==> src/rtl/fpmul_param_if.sv <==
// rtl/fpmul_param_if.sv - Start/Done coprocessor bus for the parametrised FP multiplier
interface fpmul_param_if #(
  parameter int EW = 8,
  parameter int MW = 23
);
  localparam int W = 1 + EW + MW;

  logic         start;
  logic [1:0]   rm;
  logic [W-1:0] a;
  logic [W-1:0] b;
  logic         busy;
  logic         done;
  logic [W-1:0] p;
  logic         uf;
  logic         of;
  logic         nanf;
  logic         inff;
  logic         dnf;
  logic         zf;

  modport master (
    output start, rm, a, b,
    input  busy, done, p, uf, of, nanf, inff, dnf, zf
  );

  modport slave (
    input  start, rm, a, b,
    output busy, done, p, uf, of, nanf, inff, dnf, zf
  );
endinterface

==> src/rtl/fpmul_param.sv <==
// rtl/fpmul_param.sv - multi-cycle shift-add floating-point multiplier with selectable rounding
module fpmul_param #(
  parameter int EW = 8,
  parameter int MW = 23
) (
  input  logic         i_clk,
  input  logic         i_rst,
  fpmul_param_if.slave io_fp
);
  localparam int W  = 1 + EW + MW;
  localparam int SW = MW + 1;
  localparam int PW = 2 * SW;
  localparam int XW = EW + 2;
  localparam int CW = $clog2(SW + 1);
  localparam logic signed [XW-1:0] BIAS   = XW'((1 << (EW - 1)) - 1);
  localparam logic signed [XW-1:0] EP_MAX = XW'((1 << EW) - 1);

  localparam logic [2:0] S_IDLE  = 3'd0;
  localparam logic [2:0] S_LOAD  = 3'd1;
  localparam logic [2:0] S_MUL   = 3'd2;
  localparam logic [2:0] S_NORM  = 3'd3;
  localparam logic [2:0] S_ROUND = 3'd4;
  localparam logic [2:0] S_DONE  = 3'd5;

  localparam logic [1:0] RM_RNE = 2'b00;
  localparam logic [1:0] RM_RTZ = 2'b01;
  localparam logic [1:0] RM_RUP = 2'b10;

  logic [2:0]           r_state;
  logic [W-1:0]         r_a, r_b, r_p;
  logic [1:0]           r_rm;
  logic                 r_sp;
  logic [SW-1:0]        r_mcand, r_hi, r_lo, r_sig;
  logic [CW-1:0]        r_cnt;
  logic signed [XW-1:0] r_ep;
  logic                 r_g, r_r, r_s;
  logic                 r_uf, r_of, r_nanf, r_inff, r_dnf, r_zf;

  logic [EW-1:0]        w_ea, w_eb;
  logic [MW-1:0]        w_fa, w_fb;
  logic                 w_a_zero, w_b_zero, w_a_inf, w_b_inf, w_a_nan, w_b_nan;
  logic                 w_sp, w_nan, w_inf, w_special;
  logic [W-1:0]         w_spec_p;
  logic signed [XW-1:0] w_ep_load;
  logic [SW:0]          w_sum;
  logic [PW-1:0]        w_prod, w_norm;
  logic                 w_inc;
  logic [SW:0]          w_rsig;
  logic [MW-1:0]        w_frac;
  logic signed [XW-1:0] w_ep_r;
  logic                 w_of, w_uf, w_ovf_inf;

  // Exponent 0 is treated as zero whether or not the fraction is set (denormals flush)
  assign w_ea     = r_a[W-2:MW];
  assign w_eb     = r_b[W-2:MW];
  assign w_fa     = r_a[MW-1:0];
  assign w_fb     = r_b[MW-1:0];
  assign w_a_zero = (w_ea == '0);
  assign w_b_zero = (w_eb == '0);
  assign w_a_inf  = (&w_ea) & ~(|w_fa);
  assign w_b_inf  = (&w_eb) & ~(|w_fb);
  assign w_a_nan  = (&w_ea) & (|w_fa);
  assign w_b_nan  = (&w_eb) & (|w_fb);
  assign w_sp     = r_a[W-1] ^ r_b[W-1];

  assign w_nan     = w_a_nan | w_b_nan | (w_a_inf & w_b_zero) | (w_a_zero & w_b_inf);
  assign w_inf     = w_a_inf | w_b_inf;
  assign w_special = w_nan | w_inf | w_a_zero | w_b_zero;
  assign w_spec_p  = w_nan ? {1'b0, {EW{1'b1}}, 1'b1, {(MW-1){1'b0}}} :
                     w_inf ? {w_sp, {EW{1'b1}}, {MW{1'b0}}} :
                             {w_sp, {(W-1){1'b0}}};
  assign w_ep_load = {2'b00, w_ea} + {2'b00, w_eb} - BIAS;

  assign w_sum  = {1'b0, r_hi} + (r_lo[0] ? {1'b0, r_mcand} : {(SW+1){1'b0}});
  assign w_prod = {r_hi, r_lo};
  assign w_norm = w_prod[PW-1] ? w_prod : {w_prod[PW-2:0], 1'b0};

  always_comb begin
    w_inc = 1'b0;
    case (r_rm)
      RM_RNE:  w_inc = r_g & (r_r | r_s | r_sig[0]);
      RM_RTZ:  w_inc = 1'b0;
      RM_RUP:  w_inc = ~r_sp & (r_g | r_r | r_s);
      default: w_inc = r_sp & (r_g | r_r | r_s);
    endcase
  end

  assign w_rsig    = {1'b0, r_sig} + {{SW{1'b0}}, w_inc};
  assign w_frac    = w_rsig[SW] ? w_rsig[MW:1] : w_rsig[MW-1:0];
  assign w_ep_r    = r_ep + {{(XW-1){1'b0}}, w_rsig[SW]};
  assign w_of      = (w_ep_r >= EP_MAX);
  assign w_uf      = (w_ep_r <= $signed({XW{1'b0}}));
  // Saturate to infinity only when the rounding direction points away from zero
  assign w_ovf_inf = (r_rm == RM_RNE) | ((r_rm == RM_RUP) & ~r_sp) | ((r_rm == 2'b11) & r_sp);

  always_ff @(posedge i_clk) begin
    if (i_rst) begin
      r_state <= S_IDLE;
      r_a     <= '0;
      r_b     <= '0;
      r_rm    <= '0;
      r_sp    <= 1'b0;
      r_mcand <= '0;
      r_hi    <= '0;
      r_lo    <= '0;
      r_sig   <= '0;
      r_cnt   <= '0;
      r_ep    <= '0;
      r_g     <= 1'b0;
      r_r     <= 1'b0;
      r_s     <= 1'b0;
      r_p     <= '0;
      r_uf    <= 1'b0;
      r_of    <= 1'b0;
      r_nanf  <= 1'b0;
      r_inff  <= 1'b0;
      r_dnf   <= 1'b0;
      r_zf    <= 1'b0;
    end else begin
      case (r_state)
        S_IDLE: begin
          if (io_fp.start) begin
            r_a     <= io_fp.a;
            r_b     <= io_fp.b;
            r_rm    <= io_fp.rm;
            r_state <= S_LOAD;
          end
        end
        S_LOAD: begin
          r_sp    <= w_sp;
          r_mcand <= {1'b1, w_fa};
          r_hi    <= '0;
          r_lo    <= {1'b1, w_fb};
          r_cnt   <= '0;
          r_ep    <= w_ep_load;
          if (w_special) begin
            r_p     <= w_spec_p;
            r_uf    <= 1'b0;
            r_of    <= 1'b0;
            r_nanf  <= w_nan;
            r_inff  <= ~w_nan & w_inf;
            r_zf    <= ~w_nan & ~w_inf;
            r_dnf   <= (w_a_zero & (|w_fa)) | (w_b_zero & (|w_fb));
            r_state <= S_DONE;
          end else begin
            r_state <= S_MUL;
          end
        end
        S_MUL: begin
          r_hi  <= w_sum[SW:1];
          r_lo  <= {w_sum[0], r_lo[SW-1:1]};
          r_cnt <= r_cnt + 1'b1;
          if (r_cnt == CW'(SW - 1)) r_state <= S_NORM;
        end
        S_NORM: begin
          r_sig   <= w_norm[PW-1 -: SW];
          r_g     <= w_norm[PW-1-SW];
          r_r     <= w_norm[PW-2-SW];
          r_s     <= |w_norm[PW-3-SW:0];
          r_ep    <= r_ep + {{(XW-1){1'b0}}, w_prod[PW-1]};
          r_state <= S_ROUND;
        end
        S_ROUND: begin
          r_uf   <= 1'b0;
          r_of   <= 1'b0;
          r_nanf <= 1'b0;
          r_inff <= 1'b0;
          r_dnf  <= 1'b0;
          r_zf   <= 1'b0;
          if (w_of) begin
            r_of   <= 1'b1;
            r_inff <= w_ovf_inf;
            r_p    <= w_ovf_inf ? {r_sp, {EW{1'b1}}, {MW{1'b0}}}
                                : {r_sp, {(EW-1){1'b1}}, 1'b0, {MW{1'b1}}};
          end else if (w_uf) begin
            r_uf <= 1'b1;
            r_zf <= 1'b1;
            r_p  <= {r_sp, {(W-1){1'b0}}};
          end else begin
            r_p  <= {r_sp, w_ep_r[EW-1:0], w_frac};
          end
          r_state <= S_DONE;
        end
        S_DONE:  r_state <= S_IDLE;
        default: r_state <= S_IDLE;
      endcase
    end
  end

  assign io_fp.busy = (r_state == S_LOAD) | (r_state == S_MUL) |
                      (r_state == S_NORM) | (r_state == S_ROUND);
  assign io_fp.done = (r_state == S_DONE);
  assign io_fp.p    = r_p;
  assign io_fp.uf   = r_uf;
  assign io_fp.of   = r_of;
  assign io_fp.nanf = r_nanf;
  assign io_fp.inff = r_inff;
  assign io_fp.dnf  = r_dnf;
  assign io_fp.zf   = r_zf;
endmodule

==> src/flat_wrapper.sv <==
// flat-port wrapper written by rule: the top's interface ports become plain ports
module fpmul_param_flat 
#(
  parameter int EW = 8,
  parameter int MW = 23
)
  (i_clk, i_rst, io_fp_start, io_fp_rm, io_fp_a, io_fp_b, io_fp_busy, io_fp_done, io_fp_p, io_fp_uf, io_fp_of, io_fp_nanf, io_fp_inff, io_fp_dnf, io_fp_zf);
  fpmul_param_if #(.EW(EW), .MW(MW)) io_fp_i ();
  input  logic i_clk;
  input  logic i_rst;
  input wire logic [$bits(io_fp_i.start)-1:0] io_fp_start;
  input wire logic [$bits(io_fp_i.rm)-1:0] io_fp_rm;
  input wire logic [$bits(io_fp_i.a)-1:0] io_fp_a;
  input wire logic [$bits(io_fp_i.b)-1:0] io_fp_b;
  output wire logic [$bits(io_fp_i.busy)-1:0] io_fp_busy;
  output wire logic [$bits(io_fp_i.done)-1:0] io_fp_done;
  output wire logic [$bits(io_fp_i.p)-1:0] io_fp_p;
  output wire logic [$bits(io_fp_i.uf)-1:0] io_fp_uf;
  output wire logic [$bits(io_fp_i.of)-1:0] io_fp_of;
  output wire logic [$bits(io_fp_i.nanf)-1:0] io_fp_nanf;
  output wire logic [$bits(io_fp_i.inff)-1:0] io_fp_inff;
  output wire logic [$bits(io_fp_i.dnf)-1:0] io_fp_dnf;
  output wire logic [$bits(io_fp_i.zf)-1:0] io_fp_zf;
  assign io_fp_i.start = io_fp_start;
  assign io_fp_i.rm = io_fp_rm;
  assign io_fp_i.a = io_fp_a;
  assign io_fp_i.b = io_fp_b;
  assign io_fp_busy = io_fp_i.busy;
  assign io_fp_done = io_fp_i.done;
  assign io_fp_p = io_fp_i.p;
  assign io_fp_uf = io_fp_i.uf;
  assign io_fp_of = io_fp_i.of;
  assign io_fp_nanf = io_fp_i.nanf;
  assign io_fp_inff = io_fp_i.inff;
  assign io_fp_dnf = io_fp_i.dnf;
  assign io_fp_zf = io_fp_i.zf;
  fpmul_param #(.EW(EW), .MW(MW)) u_core (.i_clk(i_clk), .i_rst(i_rst), .io_fp(io_fp_i));
endmodule
==> config.mk <==
export PLATFORM = sky130hd
export DESIGN_NAME = fpmul_param_flat
export DESIGN_NICKNAME = d
export VERILOG_FILES = /design/src/rtl/fpmul_param_if.sv /design/src/rtl/fpmul_param.sv /design/src/flat_wrapper.sv
export SDC_FILE = /design/constraint.sdc
export NUM_CORES = 1
export LEC_CHECK = 0
export CAP_MARGIN = 5
export CORE_MARGIN = 3
export CORE_UTILIZATION = 55
export DETAILED_ROUTE_END_ITERATION = 8
export GPL_TIMING_DRIVEN = 0
export PLACE_DENSITY_LB_ADDON = 0.08
export SYNTH_ARGS = -nofsm -noshare
export SYNTH_HDL_FRONTEND = slang
export SYNTH_SLANG_ARGS = --single-unit
==> constraint.sdc <==
create_clock -name i_clk -period 4.5 [get_ports i_clk]
set_input_delay 0.45 -clock i_clk [delete_from_list [all_inputs] [get_ports i_clk]]
set_output_delay 0.45 -clock i_clk [all_outputs]
set_load 0.05 [all_outputs]
==> report_table.html, run 1 <==
<table>
<tr><th>Metric</th><th>Value</th></tr>
<tr><th colspan="2">Min path</th></tr>
<tr><td>Hold Path Stages</td><td>2</td></tr>
<tr><td>Worst hold-check path type</td><td>reg2reg</td></tr>
<tr><th colspan="2">Synth</th></tr>
<tr><td>Number of enable-type register cells in the synthesized netlist</td><td>0</td></tr>
<tr><td>Sequential cell area fraction in the yosys report</td><td>0.3902</td></tr>
<tr><td>Count of synthesis-stage warnings from yosys</td><td>0</td></tr>
<tr><td>Synth unique cells</td><td>73</td></tr>
<tr><td>Average footprint of a synthesized cell</td><td>8.050 um^2</td></tr>
<tr><td>Flip-flop cell with the highest count after synthesis</td><td>dfxtp_1</td></tr>
<tr><td>Cell types occupying the most area after synthesis</td><td>dfxtp_1 (39%), nand2_1 (8.8%), a21oi_1 (6.4%), ha_1 (4.5%), nor2_1 (3.7%)</td></tr>
<tr><td>Top cell types by occurrence after synthesis</td><td>nand2_1 (266), dfxtp_1 (222), a21oi_1 (145)</td></tr>
<tr><td>Leading cell type by number of instances after synthesis</td><td>nand2_1</td></tr>
<tr><td>Number of flip-flops and latches in the synthesized netlist</td><td>222</td></tr>
<tr><td>Largest area contributor in the synthesized netlist</td><td>dfxtp_1</td></tr>
<tr><td>Fraction of post-synthesis cell area in the top cell type by area</td><td>0.3902</td></tr>
<tr><td>Synth Instances</td><td>1415</td></tr>
<tr><td>Net count after synthesis</td><td>1527</td></tr>
<tr><td>Share of synthesized flip-flops with an asynchronous set or reset</td><td>0</td></tr>
<tr><td>Synth Cell Area</td><td>11390 um^2</td></tr>
<tr><th colspan="2">Routing</th></tr>
<tr><td>Remaining routing DRC violations</td><td>0</td></tr>
<tr><td>Average via count per standard cell</td><td>5.787</td></tr>
<tr><td>Final wirelength</td><td>31.03 mm</td></tr>
<tr><td>Drt pass-1 iters</td><td>5</td></tr>
<tr><td>Number of DRC violations after detailed-routing iteration 0</td><td>846</td></tr>
<tr><td>Routed Antenna Nets</td><td>0</td></tr>
<tr><td>Number of vias in the routed layout</td><td>10680</td></tr>
<tr><td>Drt wl/cell</td><td>16.81 um</td></tr>
<tr><th colspan="2">Placement</th></tr>
<tr><td>Global placement routability congestion</td><td>0.8955</td></tr>
<tr><td>Number of I/O port buffers</td><td>107</td></tr>
<tr><td>Hpwl dp</td><td>23.47 mm</td></tr>
<tr><td>Post-Place Setup Slack</td><td>-0.2863 ns</td></tr>
<tr><th colspan="2">Power</th></tr>
<tr><td>Sequential fraction of design power</td><td>0.378</td></tr>
<tr><td>Static Leak</td><td>5.166 nW</td></tr>
<tr><td>Worst VDD drop</td><td>0.3335 mV</td></tr>
<tr><td>Part of the power in the clock network</td><td>0.329</td></tr>
<tr><td>Power Dens Cells</td><td>458.4 nW/um^2</td></tr>
<tr><td>Share of total power consumed by net switching</td><td>0.3572</td></tr>
<tr><td>Share of power burned in combinational logic</td><td>0.293</td></tr>
<tr><td>Internal Dissipation</td><td>0.004048 W</td></tr>
<tr><td>Net load switching power</td><td>0.002250 W</td></tr>
<tr><th colspan="2">Clock tree</th></tr>
<tr><td>Number of buffers inserted during clock tree synthesis</td><td>25</td></tr>
<tr><td>CTS tree</td><td>done</td></tr>
<tr><td>Clock sink count</td><td>222</td></tr>
<tr><td>Clk pin slew, worst setup/hold paths</td><td>0.06 ns</td></tr>
<tr><td>Clock latency at the later pin of the worst-skew pair</td><td>0.52 ns</td></tr>
<tr><td>Cts-stage hold buffer count</td><td>0</td></tr>
<tr><td>Level count of the clock H-tree</td><td>1</td></tr>
<tr><td>Clock root buffer master</td><td>clkbuf_16</td></tr>
<tr><td>Buffers from clock root to sink, at most</td><td>3</td></tr>
<tr><th colspan="2">Global routing</th></tr>
<tr><td>Largest net degree at the start of global routing</td><td>14</td></tr>
<tr><td>Antenna violations before repair</td><td>0</td></tr>
<tr><td>GR Overflow Total</td><td>0</td></tr>
<tr><td>Via count of the first global-routing pass</td><td>9987</td></tr>
<tr><td>GRT Util Overall</td><td>0.2694</td></tr>
<tr><td>Global-route wire length before repair</td><td>49.91 mm</td></tr>
<tr><th colspan="2">Timing</th></tr>
<tr><td>Final critical-path setup slack</td><td>0.2408 ns</td></tr>
<tr><td>Actual slew at the worst max-slew pin</td><td>0.8581 ns</td></tr>
<tr><td>Maximum clock frequency</td><td>0.2348 GHz</td></tr>
<tr><td>Final Setup Violations</td><td>0</td></tr>
<tr><td>Final slew viol count</td><td>0</td></tr>
<tr><td>Setup_tns</td><td>0 ns</td></tr>
<tr><td>Time the worst path needs with I/O delays and setup</td><td>4.259 ns</td></tr>
<tr><td>Hold slack</td><td>0.4513 ns</td></tr>
<tr><td>Hold Vio Cnt, Final</td><td>0</td></tr>
<tr><td>Max Clock Skew</td><td>0.01001 ns</td></tr>
<tr><td>Final period util</td><td>0.9465</td></tr>
<tr><td>Max-Slew Margin vs Limit</td><td>0.4258</td></tr>
<tr><th colspan="2">Floorplanning</th></tr>
<tr><td>Die area</td><td>22470 um^2</td></tr>
<tr><td>Die width</td><td>149.9 um</td></tr>
<tr><td>DIE HEIGHT</td><td>149.9 um</td></tr>
<tr><td>I/O pin count</td><td>109</td></tr>
<tr><td>Count of standard-cell rows</td><td>52</td></tr>
<tr><td>Starting density of the core</td><td>0.5611</td></tr>
<tr><td>Core Footprint</td><td>20300 um^2</td></tr>
<tr><th colspan="2">Finish</th></tr>
<tr><td>Antenna diode count</td><td>0</td></tr>
<tr><td>Area growth, synth to finish</td><td>20.61%</td></tr>
<tr><td>Share of final-layout standard cells stronger than drive strength 1</td><td>0.06345</td></tr>
<tr><td>Nets</td><td>1669</td></tr>
<tr><th colspan="2">Worst setup path</th></tr>
<tr><td>Required time at the endpoint of the critical path</td><td>4.91 ns</td></tr>
<tr><td>Worst Path Max Fanout</td><td>10</td></tr>
<tr><td>Data arrival time of the critical path</td><td>4.67 ns</td></tr>
<tr><td>Kind of capture point of the worst setup path</td><td>flop</td></tr>
<tr><td>Nature of the critical path startpoint</td><td>flop</td></tr>
<tr><td>Crit Path Class</td><td>reg2reg</td></tr>
<tr><td>Path depth of the worst reg2reg path</td><td>21</td></tr>
<tr><th colspan="2">Job</th></tr>
<tr><td>Max cap viols</td><td>0</td></tr>
<tr><th colspan="2">Run status</th></tr>
<tr><td>Result of the run</td><td>complete, no violations</td></tr>
</table>
-- per-layer routing --
layer	GRT usage	vias up	routed length [um]
li1	-	5349	-
met1	0.3739	4986	14490
met2	0.4551	297	14260
met3	0.02574	50	1604
met4	0.06267	0	666
met5	0	-	0
-- path summary, 6_finish.rpt --
path	from	end	slack, ns
setup / recovery	u_core.r_rm[1]	u_core.io_fp.p[21]	0.24
hold / removal	u_core.r_mcand[0]	u_core.r_mcand[0]	0.45
setup reg to reg	u_core.r_rm[1]	u_core.io_fp.p[21]	0.24
hold reg to reg	u_core.r_mcand[0]	u_core.r_mcand[0]	0.45
-- metrics by stage --
step	cells	util	instance area, um^2	power (W)
floorplan	1415	-	11390	0.003640
global placement	1792	0.6305	12800	0.004194
detailed placement	1792	0.6305	12800	0.004230
CTS	1840	0.6733	13670	0.006288
global route	1846	0.6768	13740	0.006609
finish	1846	0.6768	13740	0.006298
-- critical path: stages (launching register included) --
cell     delay [ns]
dfxtp_2        0.35
nor2b_2        0.15
ha_1           0.26
nor2b_1        0.14
o21ai_0        0.10
nand2_1        0.08
ha_1           0.18
ha_2           0.21
and4_4         0.27
nand4_4        0.12
nor4_4         0.14
buf_4          0.18
ha_4           0.17
nand4_1        0.20
or4_1          0.57
o41ai_1        0.07
a31o_2         0.28
or2_1          0.12
buf_4          0.14
buf_6          0.14
o21ai_1        0.08
a22o_1         0.20
-- placed cells by master, fill, tap and decap left out, types with 6 or more instances in the layout --
cell type,n
clkbuf_8,6
buf_2,12
nand3_1,33
or4_1,6
a22o_1,26
and3_1,14
nor2_1,112
nor4_1,18
nor3_1,25
mux2i_1,33
a21o_1,22
xnor2_1,25
nand2_1,266
nand4_1,13
a22oi_1,38
a31oi_1,7
o21ai_0,39
o21ai_1,17
o211ai_1,7
buf_4,10
dfxtp_1,221
nor2b_1,10
o31ai_1,7
a21oi_1,145
clkbuf_16,25
o211a_1,6
buf_1,7
inv_1,14
a211oi_1,41
a211o_1,6
clkdlybuf4s50_1,107
and2_1,28
nor3b_1,7
ha_1,39
xor2_1,23
clkbuf_1,68
-- cell families after synthesis --
kind of cell / share of synthesized area
simple gates: 0.2309
flops: 0.3902
compound gates: 0.2256
buf+inv: 0.03713
mux: 0.02999
xor+xnor: 0.03768
fa+ha+maj: 0.04855
-- flip-flops by register name, summed over array words and instances (netlist names) --
signal,flops
u_core.r_s,1
u_core.io_fp.uf,1
u_core.r_cnt,5
u_core.r_hi,24
u_core.r_ep,10
u_core.io_fp.zf,1
u_core.r_mcand,24
u_core.r_rm,2
u_core.r_r,1
u_core.r_sp,1
u_core.io_fp.dnf,1
u_core.r_state,3
u_core.r_b,32
u_core.io_fp.p,32
u_core.r_a,32
u_core.io_fp.nanf,1
u_core.r_g,1
u_core.io_fp.of,1
u_core.r_sig,24
u_core.io_fp.inff,1
u_core.r_lo,24
-- cell type report --
class                   count  area, um^2
plain buffers              89       366.6
fillers                  1812        6561
clock inverters            12       130.1
multi-input cells        1089        6551
well taps                 270       337.8
inverters                  15       56.30
flip-flops and latches    222        4446
repair buffers            115        1131
clock buffers              34       719.4
-- timing repair --
| action | in CTS | in global routing |
|---|---|---|
| endpoints found under the hold margin | 0 | 0 |
| pin swaps | 1 | 4 |
| endpoints found under the setup margin | 32 | 33 |
| cloned | 0 | 0 |
| buffers inserted | 2 | 6 |
| gates resized for setup | 1 | 7 |
-- power by group through the flow --
stage	registers (W)	logic, W	clock network (W)
after floorplan	0.00250	0.00114	0
after global placement	0.00241	0.00178	0
after detailed placement	0.00242	0.00181	0
after CTS	0.00237	0.00183	0.00209
after global routing	0.00241	0.00203	0.00217
final	0.00238	0.00185	0.00207
Power figures use the tool's default switching activity.
==> inputs of run 2 (changes only) <==
- TNS_END_PERCENT: default -> 20
==> results of run 2 <==
Final layout, timing and power as in run 1 (identical DEF).
